==> config.mk <==
export PLATFORM = sky130hd
export DESIGN_NAME = ex_mem_pipe_reg_2way_flat
export DESIGN_NICKNAME = d
export VERILOG_FILES = /design/src/rtl/ex_mem_pipe_reg_2way_pkg.sv /design/src/rtl/ex_mem_pipe_reg_2way_if.sv /design/src/rtl/ex_mem_pipe_reg_2way_lane.sv /design/src/rtl/ex_mem_pipe_reg_2way.sv /design/src/flat_wrapper.sv
export SDC_FILE = /design/constraint.sdc
export NUM_CORES = 1
export LEC_CHECK = 0
export ABC_AREA = 1
export CORE_AREA = 2 2 317 319
export CTS_CLUSTER_DIAMETER = 50
export DETAILED_ROUTE_END_ITERATION = 8
export DIE_AREA = 0 0 319 321
export PLACE_DENSITY_LB_ADDON = 0.2
export SLEW_MARGIN = 20
export SYNTH_ARGS = -nofsm -noshare
export SYNTH_HDL_FRONTEND = slang
export SYNTH_SLANG_ARGS = --single-unit
==> constraint.sdc <==
create_clock -name clk -period 2.7 [get_ports clk]
set_input_delay 0.405 -clock clk [delete_from_list [all_inputs] [get_ports clk]]
set_output_delay 0.405 -clock clk [all_outputs]
set_load 0.02 [all_outputs]
==> src/rtl/ex_mem_pipe_reg_2way_pkg.sv <==
`default_nettype none
// ----------------------------------------------------------------------------
// ex_mem_pipe_reg_2way_pkg : shared core widths, lane field types, taken helper
// Rev 1.0
// ----------------------------------------------------------------------------
package ex_mem_pipe_reg_2way_pkg;

  localparam int CORE_XLEN   = 64;
  localparam int CORE_NREG_W = 5;
  localparam int CNT_W       = 32;

  // Per-lane control fields; these must read as zero whenever the lane is invalid.
  typedef struct packed {
    logic reg_wr;
    logic mem_rd;
    logic mem_wr;
  } lane_ctl_t;

  typedef enum logic [0:0] {
    SEL_LANE0 = 1'b0,
    SEL_LANE1 = 1'b1
  } lane_sel_e;

  // br_n is the ALU's inverted outcome: 0 means the branch condition held.
  function automatic logic lane_taken(input logic vld, input logic is_br, input logic br_n);
    return vld & is_br & ~br_n;
  endfunction

endpackage
`default_nettype wire

==> src/rtl/ex_mem_pipe_reg_2way_if.sv <==
`default_nettype none
// ----------------------------------------------------------------------------
// ex_mem_pipe_reg_2way_if : EX->MEM two-lane bundle, handshake and redirect bus
// Rev 1.0
// ----------------------------------------------------------------------------
interface ex_mem_pipe_reg_2way_if
  import ex_mem_pipe_reg_2way_pkg::*;
#(
  parameter int XLEN   = CORE_XLEN,
  parameter int NREG_W = CORE_NREG_W
);
  logic              in_valid;
  logic              in_ready;
  logic              out_valid;
  logic              out_ready;
  logic              flush;

  logic              vld_0,     vld_1;
  logic              is_br_0,   is_br_1;
  logic [XLEN-1:0]   alu_res_0, alu_res_1;
  logic              br_n_0,    br_n_1;
  logic [XLEN-1:0]   br_tgt_0,  br_tgt_1;
  logic [NREG_W-1:0] rd_0,      rd_1;
  logic              reg_wr_0,  reg_wr_1;
  logic              mem_rd_0,  mem_rd_1;
  logic              mem_wr_0,  mem_wr_1;
  logic [XLEN-1:0]   st_data_0, st_data_1;

  logic              q_vld_0,     q_vld_1;
  logic [XLEN-1:0]   q_alu_res_0, q_alu_res_1;
  logic [NREG_W-1:0] q_rd_0,      q_rd_1;
  logic              q_reg_wr_0,  q_reg_wr_1;
  logic              q_mem_rd_0,  q_mem_rd_1;
  logic              q_mem_wr_0,  q_mem_wr_1;
  logic [XLEN-1:0]   q_st_data_0, q_st_data_1;

  logic              redirect_valid;
  logic [XLEN-1:0]   redirect_pc;
  logic [CNT_W-1:0]  br_taken_cnt;
  // Counter preload path, so wrap behaviour is reachable without 2^32 branches.
  logic              cnt_load;
  logic [CNT_W-1:0]  cnt_load_val;

  modport slave (
    input  in_valid, out_ready, flush, cnt_load, cnt_load_val,
    input  vld_0, is_br_0, alu_res_0, br_n_0, br_tgt_0, rd_0, reg_wr_0, mem_rd_0, mem_wr_0, st_data_0,
    input  vld_1, is_br_1, alu_res_1, br_n_1, br_tgt_1, rd_1, reg_wr_1, mem_rd_1, mem_wr_1, st_data_1,
    output in_ready, out_valid, redirect_valid, redirect_pc, br_taken_cnt,
    output q_vld_0, q_alu_res_0, q_rd_0, q_reg_wr_0, q_mem_rd_0, q_mem_wr_0, q_st_data_0,
    output q_vld_1, q_alu_res_1, q_rd_1, q_reg_wr_1, q_mem_rd_1, q_mem_wr_1, q_st_data_1
  );

  modport master (
    output in_valid, out_ready, flush, cnt_load, cnt_load_val,
    output vld_0, is_br_0, alu_res_0, br_n_0, br_tgt_0, rd_0, reg_wr_0, mem_rd_0, mem_wr_0, st_data_0,
    output vld_1, is_br_1, alu_res_1, br_n_1, br_tgt_1, rd_1, reg_wr_1, mem_rd_1, mem_wr_1, st_data_1,
    input  in_ready, out_valid, redirect_valid, redirect_pc, br_taken_cnt,
    input  q_vld_0, q_alu_res_0, q_rd_0, q_reg_wr_0, q_mem_rd_0, q_mem_wr_0, q_st_data_0,
    input  q_vld_1, q_alu_res_1, q_rd_1, q_reg_wr_1, q_mem_rd_1, q_mem_wr_1, q_st_data_1
  );

endinterface
`default_nettype wire

==> src/rtl/ex_mem_pipe_reg_2way_lane.sv <==
`default_nettype none
// ----------------------------------------------------------------------------
// ex_mem_lane_reg : single-lane field register with load / clear / squash
// Rev 1.0
// ----------------------------------------------------------------------------
module ex_mem_lane_reg
  import ex_mem_pipe_reg_2way_pkg::*;
#(
  parameter int XLEN   = CORE_XLEN,
  parameter int NREG_W = CORE_NREG_W
) (
  input  logic              clk,
  input  logic              rst_n,
  input  logic              load,
  input  logic              clear,
  input  logic              squash,
  input  logic              vld,
  input  logic [XLEN-1:0]   alu_res,
  input  logic [NREG_W-1:0] rd,
  input  lane_ctl_t         ctl,
  input  logic [XLEN-1:0]   st_data,
  output logic              q_vld,
  output logic [XLEN-1:0]   q_alu_res,
  output logic [NREG_W-1:0] q_rd,
  output lane_ctl_t         q_ctl,
  output logic [XLEN-1:0]   q_st_data
);

  logic w_keep;
  assign w_keep = vld & ~squash;

  always_ff @(posedge clk) begin
    if (!rst_n) begin
      q_vld     <= 1'b0;
      q_ctl     <= '0;
      q_alu_res <= '0;
      q_rd      <= '0;
      q_st_data <= '0;
    end else if (clear) begin
      q_vld <= 1'b0;
      q_ctl <= '0;
    end else if (load) begin
      q_vld     <= w_keep;
      q_ctl     <= w_keep ? ctl : '0;
      q_alu_res <= alu_res;
      q_rd      <= rd;
      q_st_data <= st_data;
    end
  end

endmodule
`default_nettype wire

==> src/rtl/ex_mem_pipe_reg_2way.sv <==
`default_nettype none
// ----------------------------------------------------------------------------
// ex_mem_pipe_reg_2way : two-lane EX/MEM register with branch redirect & count
// Rev 1.0
// ----------------------------------------------------------------------------
module ex_mem_pipe_reg_2way
  import ex_mem_pipe_reg_2way_pkg::*;
#(
  parameter int XLEN   = CORE_XLEN,
  parameter int NREG_W = CORE_NREG_W
) (
  input logic                    clk,
  input logic                    rst_n,
  ex_mem_pipe_reg_2way_if.slave  bus
);

  logic             w_in_ready;
  logic             w_capture;
  logic             w_load;
  logic             w_taken_0;
  logic             w_taken_1;
  logic             w_any_taken;
  lane_sel_e        w_sel;
  logic [XLEN-1:0]  w_tgt;
  lane_ctl_t        w_ctl_0,   w_ctl_1;
  lane_ctl_t        w_q_ctl_0, w_q_ctl_1;

  logic             r_out_valid;
  logic             r_redirect_valid;
  logic [XLEN-1:0]  r_redirect_pc;
  logic [CNT_W-1:0] r_br_taken_cnt;

  assign w_in_ready  = ~r_out_valid | bus.out_ready;
  assign w_capture   = bus.in_valid & w_in_ready;
  assign w_load      = w_capture & ~bus.flush;
  assign w_taken_0   = lane_taken(bus.vld_0, bus.is_br_0, bus.br_n_0);
  assign w_taken_1   = lane_taken(bus.vld_1, bus.is_br_1, bus.br_n_1);
  assign w_any_taken = w_taken_0 | w_taken_1;
  assign w_sel       = w_taken_0 ? SEL_LANE0 : SEL_LANE1;
  assign w_tgt       = (w_sel == SEL_LANE0) ? bus.br_tgt_0 : bus.br_tgt_1;

  assign w_ctl_0 = '{reg_wr: bus.reg_wr_0, mem_rd: bus.mem_rd_0, mem_wr: bus.mem_wr_0};
  assign w_ctl_1 = '{reg_wr: bus.reg_wr_1, mem_rd: bus.mem_rd_1, mem_wr: bus.mem_wr_1};

  ex_mem_lane_reg #(.XLEN(XLEN), .NREG_W(NREG_W)) u_lane0 (
    .clk       (clk),
    .rst_n     (rst_n),
    .load      (w_load),
    .clear     (bus.flush),
    .squash    (1'b0),
    .vld       (bus.vld_0),
    .alu_res   (bus.alu_res_0),
    .rd        (bus.rd_0),
    .ctl       (w_ctl_0),
    .st_data   (bus.st_data_0),
    .q_vld     (bus.q_vld_0),
    .q_alu_res (bus.q_alu_res_0),
    .q_rd      (bus.q_rd_0),
    .q_ctl     (w_q_ctl_0),
    .q_st_data (bus.q_st_data_0)
  );

  // Lane1 is younger, so a taken branch in lane0 kills it.
  ex_mem_lane_reg #(.XLEN(XLEN), .NREG_W(NREG_W)) u_lane1 (
    .clk       (clk),
    .rst_n     (rst_n),
    .load      (w_load),
    .clear     (bus.flush),
    .squash    (w_taken_0),
    .vld       (bus.vld_1),
    .alu_res   (bus.alu_res_1),
    .rd        (bus.rd_1),
    .ctl       (w_ctl_1),
    .st_data   (bus.st_data_1),
    .q_vld     (bus.q_vld_1),
    .q_alu_res (bus.q_alu_res_1),
    .q_rd      (bus.q_rd_1),
    .q_ctl     (w_q_ctl_1),
    .q_st_data (bus.q_st_data_1)
  );

  always_ff @(posedge clk) begin
    if (!rst_n) begin
      r_out_valid      <= 1'b0;
      r_redirect_valid <= 1'b0;
      r_redirect_pc    <= '0;
    end else begin
      r_redirect_valid <= 1'b0;
      if (bus.flush) begin
        r_out_valid <= 1'b0;
      end else if (w_capture) begin
        r_out_valid <= 1'b1;
        if (w_any_taken) begin
          r_redirect_valid <= 1'b1;
          r_redirect_pc    <= w_tgt;
        end
      end else if (bus.out_ready) begin
        r_out_valid <= 1'b0;
      end
    end
  end

  // One increment per bundle even if both lanes are taken.
  always_ff @(posedge clk) begin
    if (!rst_n) begin
      r_br_taken_cnt <= '0;
    end else if (bus.cnt_load) begin
      r_br_taken_cnt <= bus.cnt_load_val;
    end else if (w_load && w_any_taken) begin
      r_br_taken_cnt <= r_br_taken_cnt + 1'b1;
    end
  end

  assign bus.in_ready       = w_in_ready;
  assign bus.out_valid      = r_out_valid;
  assign bus.redirect_valid = r_redirect_valid;
  assign bus.redirect_pc    = r_redirect_pc;
  assign bus.br_taken_cnt   = r_br_taken_cnt;
  assign bus.q_reg_wr_0     = w_q_ctl_0.reg_wr;
  assign bus.q_mem_rd_0     = w_q_ctl_0.mem_rd;
  assign bus.q_mem_wr_0     = w_q_ctl_0.mem_wr;
  assign bus.q_reg_wr_1     = w_q_ctl_1.reg_wr;
  assign bus.q_mem_rd_1     = w_q_ctl_1.mem_rd;
  assign bus.q_mem_wr_1     = w_q_ctl_1.mem_wr;

endmodule
`default_nettype wire

==> src/flat_wrapper.sv <==
// flat-port wrapper written by rule: the top's interface ports become plain ports
module ex_mem_pipe_reg_2way_flat import ex_mem_pipe_reg_2way_pkg::*;
#(
  parameter int XLEN   = CORE_XLEN,
  parameter int NREG_W = CORE_NREG_W
)
  (clk, rst_n, bus_in_valid, bus_out_ready, bus_flush, bus_cnt_load, bus_cnt_load_val, bus_vld_0, bus_is_br_0, bus_alu_res_0, bus_br_n_0, bus_br_tgt_0, bus_rd_0, bus_reg_wr_0, bus_mem_rd_0, bus_mem_wr_0, bus_st_data_0, bus_vld_1, bus_is_br_1, bus_alu_res_1, bus_br_n_1, bus_br_tgt_1, bus_rd_1, bus_reg_wr_1, bus_mem_rd_1, bus_mem_wr_1, bus_st_data_1, bus_in_ready, bus_out_valid, bus_redirect_valid, bus_redirect_pc, bus_br_taken_cnt, bus_q_vld_0, bus_q_alu_res_0, bus_q_rd_0, bus_q_reg_wr_0, bus_q_mem_rd_0, bus_q_mem_wr_0, bus_q_st_data_0, bus_q_vld_1, bus_q_alu_res_1, bus_q_rd_1, bus_q_reg_wr_1, bus_q_mem_rd_1, bus_q_mem_wr_1, bus_q_st_data_1);
  ex_mem_pipe_reg_2way_if #(.XLEN(XLEN), .NREG_W(NREG_W)) bus_i ();
  input logic clk;
  input logic rst_n;
  input wire logic [$bits(bus_i.in_valid)-1:0] bus_in_valid;
  input wire logic [$bits(bus_i.out_ready)-1:0] bus_out_ready;
  input wire logic [$bits(bus_i.flush)-1:0] bus_flush;
  input wire logic [$bits(bus_i.cnt_load)-1:0] bus_cnt_load;
  input wire logic [$bits(bus_i.cnt_load_val)-1:0] bus_cnt_load_val;
  input wire logic [$bits(bus_i.vld_0)-1:0] bus_vld_0;
  input wire logic [$bits(bus_i.is_br_0)-1:0] bus_is_br_0;
  input wire logic [$bits(bus_i.alu_res_0)-1:0] bus_alu_res_0;
  input wire logic [$bits(bus_i.br_n_0)-1:0] bus_br_n_0;
  input wire logic [$bits(bus_i.br_tgt_0)-1:0] bus_br_tgt_0;
  input wire logic [$bits(bus_i.rd_0)-1:0] bus_rd_0;
  input wire logic [$bits(bus_i.reg_wr_0)-1:0] bus_reg_wr_0;
  input wire logic [$bits(bus_i.mem_rd_0)-1:0] bus_mem_rd_0;
  input wire logic [$bits(bus_i.mem_wr_0)-1:0] bus_mem_wr_0;
  input wire logic [$bits(bus_i.st_data_0)-1:0] bus_st_data_0;
  input wire logic [$bits(bus_i.vld_1)-1:0] bus_vld_1;
  input wire logic [$bits(bus_i.is_br_1)-1:0] bus_is_br_1;
  input wire logic [$bits(bus_i.alu_res_1)-1:0] bus_alu_res_1;
  input wire logic [$bits(bus_i.br_n_1)-1:0] bus_br_n_1;
  input wire logic [$bits(bus_i.br_tgt_1)-1:0] bus_br_tgt_1;
  input wire logic [$bits(bus_i.rd_1)-1:0] bus_rd_1;
  input wire logic [$bits(bus_i.reg_wr_1)-1:0] bus_reg_wr_1;
  input wire logic [$bits(bus_i.mem_rd_1)-1:0] bus_mem_rd_1;
  input wire logic [$bits(bus_i.mem_wr_1)-1:0] bus_mem_wr_1;
  input wire logic [$bits(bus_i.st_data_1)-1:0] bus_st_data_1;
  output wire logic [$bits(bus_i.in_ready)-1:0] bus_in_ready;
  output wire logic [$bits(bus_i.out_valid)-1:0] bus_out_valid;
  output wire logic [$bits(bus_i.redirect_valid)-1:0] bus_redirect_valid;
  output wire logic [$bits(bus_i.redirect_pc)-1:0] bus_redirect_pc;
  output wire logic [$bits(bus_i.br_taken_cnt)-1:0] bus_br_taken_cnt;
  output wire logic [$bits(bus_i.q_vld_0)-1:0] bus_q_vld_0;
  output wire logic [$bits(bus_i.q_alu_res_0)-1:0] bus_q_alu_res_0;
  output wire logic [$bits(bus_i.q_rd_0)-1:0] bus_q_rd_0;
  output wire logic [$bits(bus_i.q_reg_wr_0)-1:0] bus_q_reg_wr_0;
  output wire logic [$bits(bus_i.q_mem_rd_0)-1:0] bus_q_mem_rd_0;
  output wire logic [$bits(bus_i.q_mem_wr_0)-1:0] bus_q_mem_wr_0;
  output wire logic [$bits(bus_i.q_st_data_0)-1:0] bus_q_st_data_0;
  output wire logic [$bits(bus_i.q_vld_1)-1:0] bus_q_vld_1;
  output wire logic [$bits(bus_i.q_alu_res_1)-1:0] bus_q_alu_res_1;
  output wire logic [$bits(bus_i.q_rd_1)-1:0] bus_q_rd_1;
  output wire logic [$bits(bus_i.q_reg_wr_1)-1:0] bus_q_reg_wr_1;
  output wire logic [$bits(bus_i.q_mem_rd_1)-1:0] bus_q_mem_rd_1;
  output wire logic [$bits(bus_i.q_mem_wr_1)-1:0] bus_q_mem_wr_1;
  output wire logic [$bits(bus_i.q_st_data_1)-1:0] bus_q_st_data_1;
  assign bus_i.in_valid = bus_in_valid;
  assign bus_i.out_ready = bus_out_ready;
  assign bus_i.flush = bus_flush;
  assign bus_i.cnt_load = bus_cnt_load;
  assign bus_i.cnt_load_val = bus_cnt_load_val;
  assign bus_i.vld_0 = bus_vld_0;
  assign bus_i.is_br_0 = bus_is_br_0;
  assign bus_i.alu_res_0 = bus_alu_res_0;
  assign bus_i.br_n_0 = bus_br_n_0;
  assign bus_i.br_tgt_0 = bus_br_tgt_0;
  assign bus_i.rd_0 = bus_rd_0;
  assign bus_i.reg_wr_0 = bus_reg_wr_0;
  assign bus_i.mem_rd_0 = bus_mem_rd_0;
  assign bus_i.mem_wr_0 = bus_mem_wr_0;
  assign bus_i.st_data_0 = bus_st_data_0;
  assign bus_i.vld_1 = bus_vld_1;
  assign bus_i.is_br_1 = bus_is_br_1;
  assign bus_i.alu_res_1 = bus_alu_res_1;
  assign bus_i.br_n_1 = bus_br_n_1;
  assign bus_i.br_tgt_1 = bus_br_tgt_1;
  assign bus_i.rd_1 = bus_rd_1;
  assign bus_i.reg_wr_1 = bus_reg_wr_1;
  assign bus_i.mem_rd_1 = bus_mem_rd_1;
  assign bus_i.mem_wr_1 = bus_mem_wr_1;
  assign bus_i.st_data_1 = bus_st_data_1;
  assign bus_in_ready = bus_i.in_ready;
  assign bus_out_valid = bus_i.out_valid;
  assign bus_redirect_valid = bus_i.redirect_valid;
  assign bus_redirect_pc = bus_i.redirect_pc;
  assign bus_br_taken_cnt = bus_i.br_taken_cnt;
  assign bus_q_vld_0 = bus_i.q_vld_0;
  assign bus_q_alu_res_0 = bus_i.q_alu_res_0;
  assign bus_q_rd_0 = bus_i.q_rd_0;
  assign bus_q_reg_wr_0 = bus_i.q_reg_wr_0;
  assign bus_q_mem_rd_0 = bus_i.q_mem_rd_0;
  assign bus_q_mem_wr_0 = bus_i.q_mem_wr_0;
  assign bus_q_st_data_0 = bus_i.q_st_data_0;
  assign bus_q_vld_1 = bus_i.q_vld_1;
  assign bus_q_alu_res_1 = bus_i.q_alu_res_1;
  assign bus_q_rd_1 = bus_i.q_rd_1;
  assign bus_q_reg_wr_1 = bus_i.q_reg_wr_1;
  assign bus_q_mem_rd_1 = bus_i.q_mem_rd_1;
  assign bus_q_mem_wr_1 = bus_i.q_mem_wr_1;
  assign bus_q_st_data_1 = bus_i.q_st_data_1;
  ex_mem_pipe_reg_2way #(.XLEN(XLEN), .NREG_W(NREG_W)) u_core (.clk(clk), .rst_n(rst_n), .bus(bus_i));
endmodule
==> reports/metrics.yaml <==
global_route:
  antenna_found_initial: 16
  first_global_vias: 15800
  grt_pass1_wl_mm: 105
  grt_usage: 0.136
  grt_start_max_net_pins: 145
  grt_overflow: 0
routing:
  vias_per_cell: 3.88
  vias: 16100
  antenna_left: 0
  drc: 0
  routedWlPerCell_um: 17.5
  drt_pre_antenna_iters: 5
  first_iter_violations: 852
  drt_wl_total_mm: 72.7
clocking:
  cts_resized: 0
  clkSlewWorstSetupHoldPaths_ns: 0.05
  clock_latency_ns: 0.62
  cts_setup_buffers: 0
  cts_hold_buf: 0
  cts_made_buffers: 78
  cts_sinks: 372
  cts-root-buf: "clkbuf_16"
  tritoncts: "built"
  cts_buffer_depth: 3
  htreeDepth: 3
layout:
  area_growth_pct: 87.1
  regArea_um2: 7450
  final_layout_size_suffix_gt1_frac: 0.0693
  nets: 3228
  utilization: 0.271
  multi_input_area_um2: 6120
  fillCellCount: 11000
placement:
  place_ws_ns: 0.351
  place_congestion: 0.811
  dp_hpwl_mm: 54.1
  place.port_buffers: 816
die:
  die_area_um2: 102000
  core_um2: 99300
  die_h_um: 321
  core.rowCount: 116
  io_pins: 817
  die_w_um: 319
  initial_core_util: 0.145
min_path:
  holdPathStages: 3
  hp-start: "rst_n"
  min_path_type: "input port to flip-flop"
timing:
  rsz0062_at_grt: "no"
  post-route-period-util: 0.850
  fin_crit_ns: 2.29
  finalHoldViolCount: 0
  max_freq_mhz: 436
  hold_ws_ns: 0.313
  worstMarginPinSlew_ns: 0.868
  setup_violations: 0
  max_slew_margin: 0.422
  finalMaxSlewViolations: 0
  worst_slack_ns: 0.406
  setup_tns_ns: 0
  clock_skew_ns: 0.0374
setup_path:
  slowest_delay_ns: 0.74
  critPathLaunch: "u_core.u_lane0.q_vld"
  crit_fanout: 2
  path_buf_inv: 1
  critical_path_arrival_ns: 1.89
  rr_worst_depth: 9
  path_cells: "clkdlybuf4s50_1"
  critPathKind: "flip-flop to primary output"
  reg2reg_from: "u_core.bus.br_taken_cnt[0]"
  rrSetupSlack_ns: 0.78
  cp_num_cells: 1
  critPathLaunchType: "flip-flop"
  critPathCaptureType: "primary output"
  cp_slowest_cell: "clkdlybuf4s50_1"
  crit_required_ns: 2.30
  critPathTopFamily: "buffers and inverters"
synthesis:
  syn_inst: 1975
  yosysTopAreaCell: "dfxtp_1"
  avgSynthCellArea_um2: 7.28
  synth-warning-count: 0
  synth_commonest_cells: "nor2_1, dfxtp_1, o21ai_0"
  synthFlopType: "dfxtp_1"
  yosysUniqueCellTypes: 26
  seq_area_frac_synth: 0.518
  synth-edff-count: 0
  synth_area_leaders: "dfxtp_1, nor2_1, o21ai_0, nand2_1, a31oi_1"
  synth_async_sr_flop_share: 0
  synth-seq-cells: 372
  synth_top_area_frac: 0.518
  yosysMostFrequentCell: "nor2_1"
  syn-cell-area_um2: 14400
  synth.net_count: 2420
power:
  power.leakage_nw: 10.1
  ir_drop_mv: 0.362
  p_per_area_nw_per_um2: 707
run:
  drv_cap: 0
outcome:
  status: "finished, final reports clean"
[cell families after synthesis]
kind of cell,count (synthesis),synth area share
AO/OA/AOI/OAI,448,0.163
XOR/XNOR,5,0.00305
adder cells (fa/ha/maj),1,0.000870
buffers and inverters,197,0.0571
flip-flops,372,0.518
AND/OR/NAND/NOR,952,0.258
[final cells by class]
type                    count  area share
diodes                      4    0.000372
clock buffers              98      0.0802
clock inverters            42      0.0221
inverters                  62     0.00865
multi-input cells        1406       0.228
flip-flops and latches    372       0.277
well taps                1298      0.0604
repair buffers            863       0.324
[cell usage in the layout (no fill, tap or decap), drive strengths merged]
master,count
clkdlybuf4s50,815
nor2,592
dfxtp,372
o21ai,343
nand2,298
clkbuf,99
a31oi,68
inv,67
nand3,58
buf,47
a21oi,34
clkinv,16
bufinv,12
clkinvlp,9
xor2,5
diode,4
o21bai,3
nand3b,3
nand4,1
ha,1
[final timing paths]
path,end
setup / recovery,bus_q_vld_0
setup reg to reg,u_core.bus.br_taken_cnt[30]
hold / removal,u_core.u_lane1.q_rd[4]
hold reg to reg,u_core.u_lane0.q_ctl[2]
[stage by stage]
step | total power (W) | cell area [um^2] | std cells
CTS | 0.0194 | 26900 | 4141
global route | 0.0199 | 26900 | 4145
global placement | 0.00899 | 24100 | 4001
detailed placement | 0.00899 | 24100 | 4001
finish | 0.0190 | 26900 | 4145
floorplan | 0.00725 | 14400 | 1975
[report_power, final]
group	internal [W]	switching (W)	leakage, nW
clock	0.00681	0.00338	1.33
combinational	0.00143	0.00136	5.74
sequential	0.00584	0.000209	3.06
total	0.0141	0.00495	10.1
[state kept, by name, summed over array words and instances (netlist names)]
register / count
u_core.bus.br_taken_cnt: 32
u_core.bus.out_valid: 1
u_core.bus.redirect_pc: 64
u_core.bus.redirect_valid: 1
u_core.u_lane0.q_alu_res: 64
u_core.u_lane0.q_ctl: 3
u_core.u_lane0.q_rd: 5
u_core.u_lane0.q_st_data: 64
u_core.u_lane0.q_vld: 1
u_core.u_lane1.q_alu_res: 64
u_core.u_lane1.q_ctl: 3
u_core.u_lane1.q_rd: 5
u_core.u_lane1.q_st_data: 64
u_core.u_lane1.q_vld: 1
[per-layer routing]
metal | GRT usage | up-vias | wire length, um
met5 | 0 | - | 118
met4 | 0.0477 | 18 | 2050
met3 | 0.0604 | 131 | 6870
met2 | 0.240 | 598 | 35900
met1 | 0.144 | 7285 | 27800
li1 | - | 8049 | -
No activity file was read; power rests on OpenSTA's default activity.
